===== config.mk =====
export PLATFORM = sky130hd
export DESIGN_NAME = gpio_io_unit
export DESIGN_NICKNAME = d
export VERILOG_FILES = /design/src/rtl/gpio_pkg.sv /design/src/rtl/gpio_debounce.sv /design/src/rtl/gpio_io_unit.sv
export SDC_FILE = /design/constraint.sdc
export NUM_CORES = 1
export LEC_CHECK = 0
export BUFFER_PORTS_ARGS = -buffer_cell sky130_fd_sc_hd__buf_4
export CORE_AREA = 2 2 124 126
export DETAILED_ROUTE_END_ITERATION = 16
export DIE_AREA = 0 0 126 128
export PLACE_DENSITY_LB_ADDON = 0.08
export SYNTH_ARGS = -nofsm -noshare
export SYNTH_HDL_FRONTEND = slang
export SYNTH_HIERARCHICAL = 1
export SYNTH_SLANG_ARGS = --single-unit

===== constraint.sdc =====
create_clock -name clk -period 2.2 [get_ports clk]
set_input_delay 0.11 -clock clk [delete_from_list [all_inputs] [get_ports clk]]
set_output_delay 0.11 -clock clk [all_outputs]
set_load 0.03 [all_outputs]

===== src/rtl/gpio_pkg.sv =====
// Shared types and defaults for the GPIO pad I/O slice.
// The optional rising-edge interrupt is enabled by defining GPIO_EDGE_IRQ_EN.
package gpio_pkg;

  typedef enum logic {
    STABLE = 1'b0,
    SETTLE = 1'b1
  } dbnc_state_t;

  localparam int GPIO_WIDTH_DEFAULT  = 32;
  localparam int DEBOUNCE_DEFAULT    = 4;
  localparam int SYNC_STAGES_DEFAULT = 2;

  // One spare bit so the terminal count always fits, even for DEBOUNCE_CYCLES=1.
  function automatic int dbnc_cnt_width(input int cycles);
    return $clog2(cycles) + 1;
  endfunction

endpackage


===== src/rtl/gpio_debounce.sv =====
// Input path: multi-flop synchroniser followed by a whole-vector debounce FSM.
//
//   state  | meaning
//   -------+----------------------------------------------------------------
//   STABLE | synchronised input matches the committed vector, nothing pending
//   SETTLE | a new candidate is being timed; any change restarts the count
module gpio_debounce
  import gpio_pkg::*;
#(
  parameter int WIDTH           = GPIO_WIDTH_DEFAULT,
  parameter int SYNC_STAGES     = SYNC_STAGES_DEFAULT,
  parameter int DEBOUNCE_CYCLES = DEBOUNCE_DEFAULT
) (
  input  logic             clk,
  input  logic             rst,
  input  logic [WIDTH-1:0] pad_in,
  output logic [WIDTH-1:0] stable,
  output logic             changed,
  output logic [WIDTH-1:0] rise
);

  localparam int CNT_W = dbnc_cnt_width(DEBOUNCE_CYCLES);
  localparam logic [CNT_W-1:0] CNT_LAST = CNT_W'(DEBOUNCE_CYCLES - 1);

  logic [WIDTH-1:0] sync_r [SYNC_STAGES];
  logic [WIDTH-1:0] sync_q;
  logic [WIDTH-1:0] cand;
  logic [CNT_W-1:0] cnt;
  dbnc_state_t      state;
  logic             commit;

  always_ff @(posedge clk or negedge rst) begin
    if (!rst) begin
      for (int i = 0; i < SYNC_STAGES; i++) sync_r[i] <= '0;
    end else begin
      sync_r[0] <= pad_in;
      for (int i = 1; i < SYNC_STAGES; i++) sync_r[i] <= sync_r[i-1];
    end
  end

  assign sync_q = sync_r[SYNC_STAGES-1];

  // Commit happens on the edge where the candidate has held for the full window.
  assign commit = (state == SETTLE) && (sync_q == cand) && (cnt == CNT_LAST);
  assign rise   = commit ? (cand & ~stable) : '0;

  always_ff @(posedge clk or negedge rst) begin
    if (!rst) begin
      state   <= STABLE;
      cand    <= '0;
      cnt     <= '0;
      stable  <= '0;
      changed <= 1'b0;
    end else begin
      changed <= 1'b0;
      case (state)
        STABLE: begin
          if (sync_q != stable) begin
            cand  <= sync_q;
            cnt   <= '0;
            state <= SETTLE;
          end
        end
        SETTLE: begin
          if (sync_q != cand) begin
            cand <= sync_q;
            cnt  <= '0;
          end else if (cnt == CNT_LAST) begin
            stable  <= cand;
            changed <= (cand != stable);
            state   <= STABLE;
          end else begin
            cnt <= cnt + 1'b1;
          end
        end
        default: state <= STABLE;
      endcase
    end
  end

endmodule


===== src/rtl/gpio_io_unit.sv =====
// Pad-side GPIO stage: debounced input vector, registered output, optional
// rising-edge status/irq (GPIO_EDGE_IRQ_EN). rst is asynchronous, active-low.
module gpio_io_unit
  import gpio_pkg::*;
#(
  parameter int WIDTH           = GPIO_WIDTH_DEFAULT,
  parameter int SYNC_STAGES     = SYNC_STAGES_DEFAULT,
  parameter int DEBOUNCE_CYCLES = DEBOUNCE_DEFAULT
) (
  input  logic             clk,
  input  logic             rst,
  input  logic [WIDTH-1:0] pad_in,
  output logic [WIDTH-1:0] cpu_gpio_in,
  output logic             in_changed,
  input  logic             gpio_we,
  input  logic [WIDTH-1:0] gpio_wdata,
  output logic [WIDTH-1:0] gpio_out,
  input  logic             irq_clr_we,
  input  logic [WIDTH-1:0] irq_clr,
  output logic             irq
);

  logic [WIDTH-1:0] rise;

  gpio_debounce #(
    .WIDTH           (WIDTH),
    .SYNC_STAGES     (SYNC_STAGES),
    .DEBOUNCE_CYCLES (DEBOUNCE_CYCLES)
  ) u_debounce (
    .clk     (clk),
    .rst     (rst),
    .pad_in  (pad_in),
    .stable  (cpu_gpio_in),
    .changed (in_changed),
    .rise    (rise)
  );

  always_ff @(posedge clk or negedge rst) begin
    if (!rst) begin
      gpio_out <= '0;
    end else if (gpio_we) begin
      gpio_out <= gpio_wdata;
    end
  end

`ifdef GPIO_EDGE_IRQ_EN
  logic [WIDTH-1:0] edge_status;
  logic [WIDTH-1:0] clr_mask;

  assign clr_mask = irq_clr_we ? irq_clr : '0;

  // A rise on the same edge as a clear keeps the bit set.
  always_ff @(posedge clk or negedge rst) begin
    if (!rst) begin
      edge_status <= '0;
      irq         <= 1'b0;
    end else begin
      edge_status <= (edge_status & ~clr_mask) | rise;
      irq         <= |edge_status;
    end
  end
`else
  logic unused_irq_inputs;
  assign unused_irq_inputs = ^{irq_clr_we, irq_clr, rise};
  assign irq = 1'b0;
`endif

endmodule

==> impl_metrics.yaml <==
global_route:
  grt_first_pass_wirelength_um: 24650
  grt_max_degree: 61
  grt_usage_pct: 20.16
  antenna_found_initial: 0
  grt_pass1_vias: 4785
  grt_overflow_total: 0
worst_setup_path:
  path_class: "reg -> reg"
  slowest_stage: "dfrtp_1"
  critPathMaxFanout: 7
  end_kind: "register"
  startpoint_type: "register"
  required_ns: 2.50
  timing.rr.start: "u_debounce/sync_q[31]"
  crit_start: "u_debounce/sync_q[31]"
  path_cells: "buf_6 > xnor2_2 > buf_4 > nand4_1 > or3_4 > nor3_4 > nand2b_4 > buf_8 > mux2_4"
  crit_arrival_ns: 2.63
  crit_path_max_incr_delay_ns: 0.41
floorplanning:
  die_y_um: 128
  die-area_um2: 16130
  ios: 166
  die_x_um: 126
  coreArea_um2: 14860
  num_rows: 45
  initial_core_util_pct: 46.80
final_layout:
  drive_above_1_share_pct: 48.46
  fin_cells: 933
  antenna_cells: 0
  num-nets-final: 866
  fin_util_pct: 68.67
  area_growth_pct: 46.73
timing:
  worst_pin_slew_ns: 0.5575
  period_minus_slack_ns: 2.322
  fmax_ghz: 0.4306
  layout_setup_ws_ns: -0.1225
  setup_viol: 52
  grt_setup_unrepaired: "true"
  slew_viol_final: 0
  hold_violations: 0
  period_share_pct: 105.6
  relSlewSlack_pct: 62.49
  skew_ns: 0.009753
run_status:
  violations: "setup timing"
  status: "finished with violations"
placement:
  dp_slack_ns: -0.1998
  portBuffers: 131
  dp_hpwl_um: 9980
  globalplace.congestion: 0.7840
  dp_cells: 824
hold_path:
  min_path_type: "in -> async"
routing:
  vias: 4366
  drt-total-wl_um: 15470
  avgRoutedWirePerCell_um: 16.58
  vias_per_cell: 4.680
  first_pass_iters: 4
  dr.first_iter.drc_count: 176
  drc: 0
  ant_nets: 0
clock_tree:
  cts_buffer_depth: 2
  cts_sinks: 165
  numCtsBuffers: 17
  ctsRootBufferMaster: "clkbuf_16"
  cts.clk_slew.worst_paths_ns: 0.06
  clk_latency_ns: 0.42
  cts_tree: "done"
  cts.htree.levels: 4
synth:
  postSynthCellCount: 451
  avgSynthCellArea_um2: 15.42
  synth_fp_nets: 585
  syn_area_um2: 6957
  synth_warnings: 6
flow_run:
  cap_violations: 0
power:
  powerDensity_nw_per_um2: 696.5
  finalPower_mw: 7.110
  max-vdd-ir-drop_uv: 544.8
  leakage_nw: 4.871
==> power by group <==
part | leakage [nW] | internal, mW | switching [mW]
registers | 1.98 | 3.18 | 0.115
logic | 2.60 | 0.460 | 0.362
clock network | 0.290 | 1.80 | 1.19
==> through the flow <==
| step | TNS, ns | hold WS, ns | area (um^2) |
|---|---|---|---|
| floorplan | -1.077 | -0.1856 | 6972 |
| global placement | -8.313 | 0.08331 | 8578 |
| detailed placement | -9.094 | 0.08835 | 8578 |
| CTS | -5.187 | 0.2025 | 10220 |
| global route | -9.145 | 0.2152 | 10210 |
| finish | -3.852 | 0.1868 | 10210 |
==> final cells by class <==
cell class / instances / area (um^2)
Fill cell: 1042 / 4657
Multi-Input combinational cell: 239 / 2716
Inverter: 34 / 127.6
Clock buffer: 23 / 488.0
Sequential cell: 165 / 4144
Tap cell: 188 / 235.2
Clock inverter: 9 / 118.9
Timing Repair Buffer: 275 / 2377
==> flip-flops by register name, indices dropped and copies added, names as in the netlist <==
| register | count |
|---|---|
| u_debounce/cand | 32 |
| u_debounce/state | 1 |
| u_debounce/cnt | 3 |
| u_debounce/stable | 32 |
| gpio_out | 32 |
| u_debounce/sync_q | 32 |
| u_debounce/changed | 1 |
| u_debounce/sync_r | 32 |
==> layer usage <==
layer / share of wire, % / GRT usage [%] / up-vias
met1: 43 / 25.07 / 2193
met3: 4.1 / 5.760 / 7
met5: 0 / 0 / -
met2: 53 / 34.82 / 106
met4: 0.47 / 5.236 / 0
li1: - / - / 2060
==> worst max-delay path: cells and delay by family (launching register included) <==
kind                      cells  cell delay (ns)
buffers and inverters         3             0.46
xor gates and xnor gates      1             0.14
and+or+nand+nor               4             0.88
muxes                         1             0.30
DFF                           1             0.41
==> timing repair <==
| item | in CTS | in global routing |
|---|---|---|
| pin swaps | 7 | 5 |
| endpoints found under the setup margin | 62 | 69 |
| gates resized for setup | 55 | 9 |
| hold buffers | 65 | 0 |
| hold endpoints to repair | 111 | 0 |
| cloned | 2 | 0 |
| setup buffers | 11 | 1 |
==> placed cells by master, fill, tap and decap left out, types with 2 or more instances in the layout <==
cell type and count:
xor2_1 31, buf_6 8, xnor2_1 28, nand3_1 2
nor4_2 3, o21ai_0 2, xnor2_2 4, clkinvlp_4 2
bufinv_16 2, clkinv_4 4, ha_1 34, dfrtp_1 153
dlygate4sd3_1 65, dfrtp_2 12, nor3_1 2, mux2_2 19
nor4_1 7, nand4_1 17, buf_8 5, clkbuf_16 17
clkbuf_8 4, mux2_4 77, buf_4 191, o21ai_1 2
buf_12 5, clkbuf_1 2, inv_1 34
==> path summary, 6_finish.rpt <==
check	to	slack, ns	cells past startpoint
min in group clk	gpio_out[21]	0.26	2
worst min register to register	u_debounce/sync_q[30]	0.35	0
worst max register to register	u_debounce/cand[24]	-0.12	9
worst max-delay path	u_debounce/cand[24]	-0.12	9
max in group asynchronous	u_debounce/stable[12]	1.29	3
worst min-delay path	u_debounce/cand[13]	0.19	2
Note: power is estimated with default switching activity, not from simulation.
